--- src/rtl/lc3_fetch_sequencer.sv ---
// -----------------------------------------------------------------------------
// lc3_fetch_sequencer
//
// Control FSM sequencing the LC-3 program counter and instruction fetch.
// Drives PC load/select, the PC-to-bus gate, MAR/IR loads and a memory read
// handshake, then hands the fetched instruction to decode and waits for the
// execute unit to finish. This block is the only source of PC updates.
//
// state | meaning
// ------+----------------------------------------------------------------
// IDLE  | parked, waiting for run
// F1    | PC -> bus -> MAR, PC <= PC+1
// F2    | memory read request, wait for mem_ready (bounded by TIMEOUT)
// F3    | IR <= memory data
// DEC   | decode_valid pulse
// EXEC  | wait for exec_done, pick halt / redirect / next fetch
// REDIR | PC <= eabOut or Bus, chosen by redirect_src captured in EXEC
// HALT  | halted; left only through reset
//
// Ports:
//   clk, reset                 clock, async active-high reset
//   run                        permits starting a new instruction
//   mem_ready                  memory read data valid for current MAR
//   exec_done                  execute unit finished current instruction
//   redirect, redirect_src     non-incremented PC load and its source
//   halt_req                   finished instruction was a HALT trap
//   ldPC, selPC                PC load enable / source (00 PC+1, 01 eab, 10 bus)
//   gatePC, ldMAR              PC onto bus, MAR load
//   mem_req, ldIR              memory read request, IR load
//   decode_valid               one-cycle pulse, IR holds a new instruction
//   halted, mem_err            in HALT, sticky fetch-timeout flag
//   instr_count                retired instructions, modulo 2^CNT_W
// -----------------------------------------------------------------------------
module lc3_fetch_sequencer #(
    parameter int TIMEOUT = 16,
    parameter int CNT_W   = 16
) (
    input  logic             clk,
    input  logic             reset,
    input  logic             run,
    input  logic             mem_ready,
    input  logic             exec_done,
    input  logic             redirect,
    input  logic             redirect_src,
    input  logic             halt_req,
    output logic             ldPC,
    output logic [1:0]       selPC,
    output logic             gatePC,
    output logic             ldMAR,
    output logic             mem_req,
    output logic             ldIR,
    output logic             decode_valid,
    output logic             halted,
    output logic             mem_err,
    output logic [CNT_W-1:0] instr_count
);

    typedef enum logic [2:0] {
        S_IDLE,
        S_F1,
        S_F2,
        S_F3,
        S_DEC,
        S_EXEC,
        S_REDIR,
        S_HALT
    } state_t;

    localparam int              WAIT_W    = $clog2(TIMEOUT);
    localparam logic [WAIT_W-1:0] WAIT_INIT = WAIT_W'(TIMEOUT - 1);

    state_t            state;
    state_t            state_nxt;
    logic [WAIT_W-1:0] wait_cnt;
    logic              retire;
    logic              timeout_hit;

    // Next-state decode; retire marks an instruction completing on this edge.
    always_comb begin
        state_nxt   = state;
        retire      = 1'b0;
        timeout_hit = 1'b0;
        case (state)
            S_IDLE:  if (run) state_nxt = S_F1;
            S_F1:    state_nxt = S_F2;
            S_F2: begin
                if (mem_ready) begin
                    state_nxt = S_F3;
                end else if (wait_cnt == '0) begin
                    state_nxt   = S_HALT;
                    timeout_hit = 1'b1;
                end
            end
            S_F3:    state_nxt = S_DEC;
            S_DEC:   state_nxt = S_EXEC;
            S_EXEC: begin
                if (exec_done) begin
                    if (halt_req) begin
                        state_nxt = S_HALT;
                        retire    = 1'b1;
                    end else if (redirect) begin
                        state_nxt = S_REDIR;
                    end else begin
                        state_nxt = run ? S_F1 : S_IDLE;
                        retire    = 1'b1;
                    end
                end
            end
            S_REDIR: begin
                state_nxt = run ? S_F1 : S_IDLE;
                retire    = 1'b1;
            end
            S_HALT:  state_nxt = S_HALT;
            default: state_nxt = S_IDLE;
        endcase
    end

    // Outputs are registered from the next state so each one is a clean Moore
    // decode of the state being entered. selPC for REDIR is taken from
    // redirect_src on the EXEC exit edge, which is where it gets latched.
    always_ff @(posedge clk or posedge reset) begin
        if (reset) begin
            state        <= S_IDLE;
            wait_cnt     <= '0;
            ldPC         <= 1'b0;
            selPC        <= 2'b00;
            gatePC       <= 1'b0;
            ldMAR        <= 1'b0;
            mem_req      <= 1'b0;
            ldIR         <= 1'b0;
            decode_valid <= 1'b0;
            halted       <= 1'b0;
            mem_err      <= 1'b0;
            instr_count  <= '0;
        end else begin
            state <= state_nxt;

            // Down-counter: loaded on F2 entry, terminal count 0 means the
            // current F2 cycle is the TIMEOUT-th one.
            if (state_nxt == S_F2 && state != S_F2) begin
                wait_cnt <= WAIT_INIT;
            end else if (state == S_F2 && !mem_ready && wait_cnt != '0) begin
                wait_cnt <= wait_cnt - 1'b1;
            end

            ldPC         <= (state_nxt == S_F1) || (state_nxt == S_REDIR);
            selPC        <= (state_nxt == S_REDIR) ? (redirect_src ? 2'b10 : 2'b01)
                                                   : 2'b00;
            gatePC       <= (state_nxt == S_F1);
            ldMAR        <= (state_nxt == S_F1);
            mem_req      <= (state_nxt == S_F2);
            ldIR         <= (state_nxt == S_F3);
            decode_valid <= (state_nxt == S_DEC);
            halted       <= (state_nxt == S_HALT);

            if (timeout_hit) mem_err <= 1'b1;
            if (retire) instr_count <= instr_count + CNT_W'(1);
        end
    end

endmodule

--- config.mk ---
export PLATFORM = sky130hd
export DESIGN_NAME = lc3_fetch_sequencer
export DESIGN_NICKNAME = d
export VERILOG_FILES = /design/src/rtl/lc3_fetch_sequencer.sv
export SDC_FILE = /design/constraint.sdc
export NUM_CORES = 1
export LEC_CHECK = 0
export ABC_CLOCK_PERIOD_IN_PS = 1900
export CORE_MARGIN = 5
export CORE_UTILIZATION = 30
export DETAILED_ROUTE_END_ITERATION = 10
export PLACE_DENSITY = 0.56
export SLEW_MARGIN = 20
export SYNTH_ARGS = -nofsm -noshare
export SYNTH_HDL_FRONTEND = slang
export SYNTH_SLANG_ARGS = --single-unit
--- constraint.sdc ---
create_clock -name clk -period 1.9 [get_ports clk]
set_input_delay 0.38 -clock clk [delete_from_list [all_inputs] [get_ports clk]]
set_output_delay 0.38 -clock clk [all_outputs]
set_load 0.01 [all_outputs]
==> qor.log, run 1 <==
qor: outcome.run_status finished clean
qor: die.dieWidth 79.8 um
qor: final_layout.layout.nets 181
qor: global_route.globalRoute.busiestLayer met2
qor: synth.mappedNetlistNets 139
qor: clock_tree.cts_max_path_buffers 2
qor: power_and_ir_drop.maximum_resistive_drop_on_vdd 0.429 mV
qor: clock_tree.cts.root.buffer_cell sky130_fd_sc_hd__clkbuf_8
qor: clock_tree.hold_buffers 0
qor: placement.dp_hpwl 2.29 mm
qor: synth.number_of_warnings_issued_by_yosys 0
qor: placement.gpl.final_weighted_congestion 0.777
qor: power_and_ir_drop.power.leakage 0.876 nW
qor: routing.drc 0
qor: timing.timing.clock.skew 0.00593 ns
qor: global_route.grt_first_pass_wirelength 5.31 mm
qor: final_layout.area_growth 38.3%
qor: critical_path.cp_data_arrival_time 1.39 ns
qor: worst_hold_path.worst_hold_path_type reg -> reg
qor: timing.setup_viol_count_final 0
qor: run.maxCapViolCount 0
qor: critical_path.crit_path_cell_trace clkdlybuf4s50_1
qor: die.floorplan.die_area 6370 um^2
qor: critical_path.crit_slowest_cell sky130_fd_sc_hd__clkdlybuf4s50_1
qor: clock_tree.insertion_delay 0.28 ns
qor: global_route.met3_demand_to_capacity_share_in_global_routing 5.08%
qor: timing.tightest_slew 0.416 ns
qor: final_layout.most-common-layout-cells 33 x sky130_fd_sc_hd__clkdlybuf4s50_1, 31 x sky130_fd_sc_hd__dfrtp_1, 13 x sky130_fd_sc_hd__nand2_1, 11 x sky130_fd_sc_hd__xnor2_1, 8 x sky130_fd_sc_hd__nor2_1
qor: timing.fmax 0.565 GHz
qor: routing.wl_per_cell 13.3 um
qor: routing.route.detailed.vias_per_inst 4.43
qor: critical_path.worst_r2r_path_depth 5
qor: clock_tree.clock_tree_from_tritoncts yes
qor: synth.synth_sequential_area_ratio 54.8%
qor: synth.yosys.cell_types.count 31
qor: critical_path.worstPathBufferInverterCount 1
qor: synth.ys_top_cells_by_area sky130_fd_sc_hd__dfrtp_1 55%, sky130_fd_sc_hd__xnor2_1 6.6%, sky130_fd_sc_hd__xor2_1 3.6%, sky130_fd_sc_hd__nand2_1 3.3%, sky130_fd_sc_hd__and3_1 2.6%
qor: global_route.antenna_violations_before_repair 0
qor: global_route.grtUsageMet1 13.0%
qor: die.core_area 4720 um^2
qor: critical_path.critical-path-top-delay-family buffers and inverters
qor: clock_tree.cts.clk_slew.worst_paths 0.07 ns
qor: die.floorplan.io_pins 34
qor: die.starting_utilization_of_the_core_area 30.9%
qor: global_route.met2_track_demand_over_resource_in_global_routing 17.4%
qor: routing.detailedRoute.firstPassIterationCount 4
qor: critical_path.crit_path_max_fanout 9
qor: clock_tree.tritoncts.num_buffers 5
qor: final_layout.final.fill_count 461
qor: timing.finalCriticalPeriod 1.77 ns
qor: synth.synthArstFlopShare 100%
qor: die.floorplan.die.height 79.8 um
qor: routing.final_antenna_net_count 0
qor: synth.syn_avg_cell_area 11.3 um^2
qor: timing.finalCritPeriodShare 93.2%
qor: timing.post-route-worst-setup-slack 0.129 ns
qor: critical_path.crit_type reg -> out
qor: synth.netlist.top_cell.by_area sky130_fd_sc_hd__dfrtp_1
qor: synth.ys_seq_elements 32
qor: die.fp-row-count 25
qor: global_route.gr-total-overflow 0
qor: clock_tree.post_cts_buffers 0
qor: placement.post-place-ws -0.174 ns
qor: critical_path.critical_path.startpoint_type register
qor: routing.detailroute.via_count 1059
qor: critical_path.endpoint_kind output port
qor: synth.synth_top_flop_cell sky130_fd_sc_hd__dfrtp_1
qor: routing.aggregate_routed_wire_length 3.17 mm
qor: power_and_ir_drop.powerDensity 1240 nW/um^2
qor: synth.synth_enable_flop_cells 0
qor: synth.synthDominantCellAreaShare 54.8%
qor: critical_path.critical_path.max_stage_delay 0.60 ns
qor: global_route.grt_start_max_net_pins 33
qor: critical_path.timing.critical_path.depth 1
qor: placement.port_buffers 33
qor: timing.final_max_slew_viol_count 0
qor: clock_tree.numClockSinks 32
qor: critical_path.worst-endpoint-required 1.52 ns
qor: global_route.vias_in_the_first_global_route 1106
qor: clock_tree.htree_num_levels 2
qor: routing.drt_iter0_drc 76
qor: timing.hold_viol_final 0
qor: global_route.track_usage 10.9%
qor: final_layout.antenna_cells 0
qor: synth.syn-cell-area 1460 um^2
qor: synth.synth_cells 129
qor: timing.totalNegativeSetupSlack 0 ns
qor: worst_hold_path.holdPathStages 1
qor: final_layout.most_common_library_cell_in_the_layout_ignoring_fill_and_taps sky130_fd_sc_hd__clkdlybuf4s50_1
qor: final_layout.layout-drive-gt1-share 13.4%
qor: timing.max_slew_margin 72.2%
[layer usage]
layer  part of all wire (%)  wire length (um)
met5                      0                 0
met4                   0.95                30
met3                    6.4               204
met2                     49              1560
met1                     44              1380
[timing repair]
item | CTS | global route
setup endpoints to repair | 1 | 9
endpoints found under the hold margin | 0 | 0
pin swaps | 0 | 0
gates cloned | 0 | 0
resized for setup | 1 | 6
[synth_stat cells (2+ instances only)]
| library cell | count |
|---|---|
| sky130_fd_sc_hd__nand2b_1 | 6 |
| sky130_fd_sc_hd__nor2_1 | 8 |
| sky130_fd_sc_hd__o311ai_1 | 2 |
| sky130_fd_sc_hd__buf_4 | 2 |
| sky130_fd_sc_hd__xnor2_1 | 11 |
| sky130_fd_sc_hd__o21ai_0 | 2 |
| sky130_fd_sc_hd__nor3b_1 | 3 |
| sky130_fd_sc_hd__dfrtp_1 | 32 |
| sky130_fd_sc_hd__and3_1 | 6 |
| sky130_fd_sc_hd__and2_1 | 2 |
| sky130_fd_sc_hd__inv_1 | 6 |
| sky130_fd_sc_hd__nand2_1 | 13 |
| sky130_fd_sc_hd__nand3_1 | 5 |
| sky130_fd_sc_hd__nor2b_1 | 4 |
| sky130_fd_sc_hd__ha_1 | 2 |
| sky130_fd_sc_hd__nand4_1 | 5 |
| sky130_fd_sc_hd__xor2_1 | 6 |
[final cells by class]
| class | count | area (um^2) | share of cell area (%) |
|---|---|---|---|
| clock buffers | 6 | 82.6 | 4.09 |
| clock inverters | 2 | 10.0 | 0.495 |
| repair buffers | 38 | 368 | 18.2 |
| flip-flops and latches | 32 | 802 | 39.7 |
| well taps | 67 | 83.8 | 4.15 |
| inverters | 6 | 22.5 | 1.11 |
| multi-input cells | 88 | 652 | 32.3 |
[kinds of logic after synthesis]
family          count (synthesis)  synth area share (%)
fa+ha+maj                       2                  1.71
compound gates                  8                  5.74
mux                             1                 0.770
xor+xnor                       17                  10.2
buf+inv                         9                  2.82
simple gates                   60                  24.0
flops                          32                  54.8
[path summary, 6_finish.rpt]
path	from	to	slack (ns)
max	instr_count[2]	instr_count[2]	0.13
min	instr_count[15]	instr_count[15]	0.46
max reg2reg	state[2]	ldPC	0.16
min reg2reg	instr_count[15]	instr_count[15]	0.46
max in group asynchronous	reset	state[2]	1.10
min in group asynchronous	reset	instr_count[14]	0.49
[sequential cells by signal, summed over array words and instances, names as in the netlist]
signal / count
ldMAR: 1
ldPC: 1
halted: 1
selPC: 2
mem_req: 1
mem_err: 1
ldIR: 1
state: 3
decode_valid: 1
instr_count: 16
wait_cnt: 4
[stage by stage]
step	instances	hold slack (ns)	utilization (%)	area [um^2]	power, mW
global placement	231	0.458	40.1	1890	1.91
global route	239	0.494	42.8	2020	2.69
detailed placement	231	0.457	40.1	1890	1.94
CTS	239	0.470	42.2	1990	2.49
finish	239	0.465	42.8	2020	2.51
floorplan	129	0.446	-	1460	1.54
[where the power goes]
| group | internal (mW) | leakage [nW] | switching (mW) |
|---|---|---|---|
| Clock | 0.289 | 0.0510 | 0.248 |
| Combinational | 0.501 | 0.414 | 0.448 |
| Sequential | 0.843 | 0.411 | 0.182 |
| Total | 1.63 | 0.876 | 0.878 |
(Power assumes the default switching activity.)
==> inputs of run 2 (changes only) <==
Settings changed: CORE_UTILIZATION 30 to 49, CTS_CLUSTER_SIZE set to 28, PLACE_DENSITY 0.56 to 0.82.
==> run 2 against run 1 <==
  * Hold slack worse by 0.036 ns
  * Maximum frequency decreased by 2.1%
  * Global-route usage grew 4.8 points
  * Design area down 2.4%
  * Sequential share of layout area rose by 1.0 points
  * Clock power decreased by 25%
  * Critical path depth grew 4
  * Sequential cell count is the same
  * Via count increased by 4.0%
  * Combinational power rose by 3.9%
  * Routed wire length down 3.2%
  * Non-clock buffer count up 4
  * Largest power group unchanged
  * Highest routed layer unchanged
==> qor.log, run 2 (same netlist as run 1, synthesis figures left out) <==
qor: placement.port_buffers 33
qor: clock_tree.numClockSinks 32
qor: clock_tree.cts.root.buffer_cell sky130_fd_sc_hd__clkbuf_4
qor: global_route.vias_in_the_first_global_route 1116
qor: worst_hold_path.worst_hold_path_type in -> async
qor: placement.dp_hpwl 2.25 mm
qor: clock_tree.cts_max_path_buffers 2
qor: die.floorplan.die_area 4170 um^2
qor: timing.hold_viol_final 0
qor: routing.detailedRoute.firstPassIterationCount 3
qor: power_and_ir_drop.power.leakage 0.898 nW
qor: routing.drt_iter0_drc 28
qor: die.floorplan.io_pins 34
qor: routing.wl_per_cell 14.8 um
qor: timing.finalCritPeriodShare 95.2%
qor: critical_path.critical_path.startpoint state[2]
qor: power_and_ir_drop.powerDensity 1230 nW/um^2
qor: critical_path.r2r_setup_slack 0.09 ns
qor: critical_path.crit_type reg -> reg
qor: global_route.track_usage 15.7%
qor: die.core_area 2810 um^2
qor: final_layout.most_common_library_cell_in_the_layout_ignoring_fill_and_taps sky130_fd_sc_hd__clkdlybuf4s50_1
qor: placement.dpl.cell_count 199
qor: critical_path.worst_r2r_path_depth 5
qor: timing.finalCriticalPeriod 1.81 ns
qor: final_layout.layout-drive-gt1-share 14.8%
qor: clock_tree.insertion_delay 0.33 ns
qor: die.dieWidth 64.6 um
qor: die.fp-row-count 19
qor: final_layout.finish.cell_count_without_fillers 207
qor: routing.aggregate_routed_wire_length 3.07 mm
qor: power_and_ir_drop.maximum_resistive_drop_on_vdd 0.828 mV
qor: global_route.grt_start_max_net_pins 33
qor: timing.hold_slack 0.428 ns
qor: routing.detailroute.via_count 1101
qor: global_route.antenna_violations_before_repair 0
qor: routing.drc 0
qor: critical_path.crit-reg2reg-capture ldPC
qor: critical_path.cp_data_arrival_time 2.03 ns
qor: critical_path.endpoint_kind register
qor: timing.max_slew_margin 66.8%
qor: final_layout.area_growth 34.9%
qor: final_layout.layout.nets 185
qor: final_layout.antenna_cells 0
qor: timing.totalNegativeSetupSlack 0 ns
qor: critical_path.critical_path.startpoint_type register
qor: timing.fmax 0.553 GHz
qor: timing.final_max_slew_viol_count 0
qor: timing.tightest_slew 0.490 ns
qor: routing.final_antenna_net_count 0
qor: timing.setup_viol_count_final 0
qor: final_layout.most-common-layout-cells 33 x sky130_fd_sc_hd__clkdlybuf4s50_1, 30 x sky130_fd_sc_hd__dfrtp_1, 13 x sky130_fd_sc_hd__nand2_1, 11 x sky130_fd_sc_hd__xnor2_1, 9 x sky130_fd_sc_hd__buf_4
qor: clock_tree.cts.clk_slew.worst_paths 0.10 ns
qor: power_and_ir_drop.fin_total_pwr 2.42 mW
qor: routing.route.detailed.vias_per_inst 5.32
qor: timing.timing.clock.skew 0.0120 ns
qor: die.floorplan.die.height 64.6 um
qor: clock_tree.htree_num_levels 2
qor: global_route.gr-total-overflow 0
qor: final_layout.top_register instr_count
qor: critical_path.reg_to_reg_start state[2]
qor: critical_path.crit_path_max_fanout 7
qor: clock_tree.clock_tree_from_tritoncts yes
qor: run.maxCapViolCount 0
qor: outcome.run_status finished clean
qor: global_route.grt_first_pass_wirelength 4.98 mm
qor: critical_path.worst-endpoint-required 2.12 ns
qor: placement.gpl.final_weighted_congestion 0.900
qor: final_layout.reg.largest.list instr_count (16), wait_cnt (4), state (3)
qor: clock_tree.post_cts_buffers 0
qor: clock_tree.tritoncts.num_buffers 5
qor: die.starting_utilization_of_the_core_area 52.1%
qor: final_layout.largest_reg_flops 16
run 2: cell types whose count changed in the layout (fill, tap and decap cells not counted):
cell	previous run	this run
sky130_fd_sc_hd__clkbuf_4	0	5
sky130_fd_sc_hd__o311ai_1	0	1
sky130_fd_sc_hd__dfrtp_1	31	30
sky130_fd_sc_hd__nor3b_4	0	1
sky130_fd_sc_hd__dfrtp_2	1	2
sky130_fd_sc_hd__buf_4	5	9
sky130_fd_sc_hd__nor3b_2	1	0
sky130_fd_sc_hd__o311ai_2	2	1
sky130_fd_sc_hd__and2_1	1	2
sky130_fd_sc_hd__and2_4	1	0
sky130_fd_sc_hd__clkbuf_8	6	1
run 2: worst max path at each step:
| stage | endpoint | slack, ns | cells past startpoint |
|---|---|---|---|
| floorplan | instr_count[10] | 0.24 | 6 |
| global placement | instr_count[14] | -0.05 | 6 |
| detailed placement | instr_count[6] | -0.13 | 6 |
| CTS | instr_count[2] | 0.02 | 1 |
| global route | instr_count[6] | -0.009 | 5 |
| finish | ldPC | 0.09 | 5 |
run 2: final cells by class:
cell class,instances,area (um^2)
fillers,226,833
flip-flops and latches,32,803
multi-input cells,88,648
repair buffers,42,398
clock buffers,6,51.3
well taps,31,38.8
inverters,6,22.5
clock inverters,2,10.0
run 2: repair_timing:
| item | CTS | global route |
|---|---|---|
| setup endpoints to repair | 1 | 2 |
| hold buffers | 0 | 0 |
| resized for setup | 1 | 5 |
run 2: metrics by stage:
step | util, % | cell area (um^2) | setup WS (ns)
3_5_place_dp | 67.0 | 1880 | -0.126
3_3_place_gp | 67.0 | 1880 | -0.0487
4_1_cts | 69.4 | 1950 | 0.0159
6_report | 70.3 | 1970 | 0.0910
5_1_grt | 70.3 | 1970 | -0.00862
2_1_floorplan | - | 1460 | 0.239
run 2: power by group:
part	switching (mW)	internal, mW	leakage [nW]
clock	0.226	0.176	0.0380
sequential	0.189	0.844	0.410
combinational	0.458	0.528	0.451
run 2: critical path, stage by stage, from the launching register on:
cell and delay (ns):
sky130_fd_sc_hd__dfrtp_2 0.50, sky130_fd_sc_hd__nor2b_1 0.17, sky130_fd_sc_hd__or4b_1 0.57, sky130_fd_sc_hd__o311ai_4 0.14
sky130_fd_sc_hd__nand3b_1 0.22, sky130_fd_sc_hd__o21ai_0 0.10
run 2: routing by layer:
metal | track usage (%) | part of all wire (%) | up-vias
met5 | 0 | 0 | -
met4 | 10.3 | 2.6 | 0
met3 | 6.22 | 7.2 | 7
met2 | 25.1 | 47 | 24
met1 | 17.4 | 43 | 536
li1 | - | - | 534
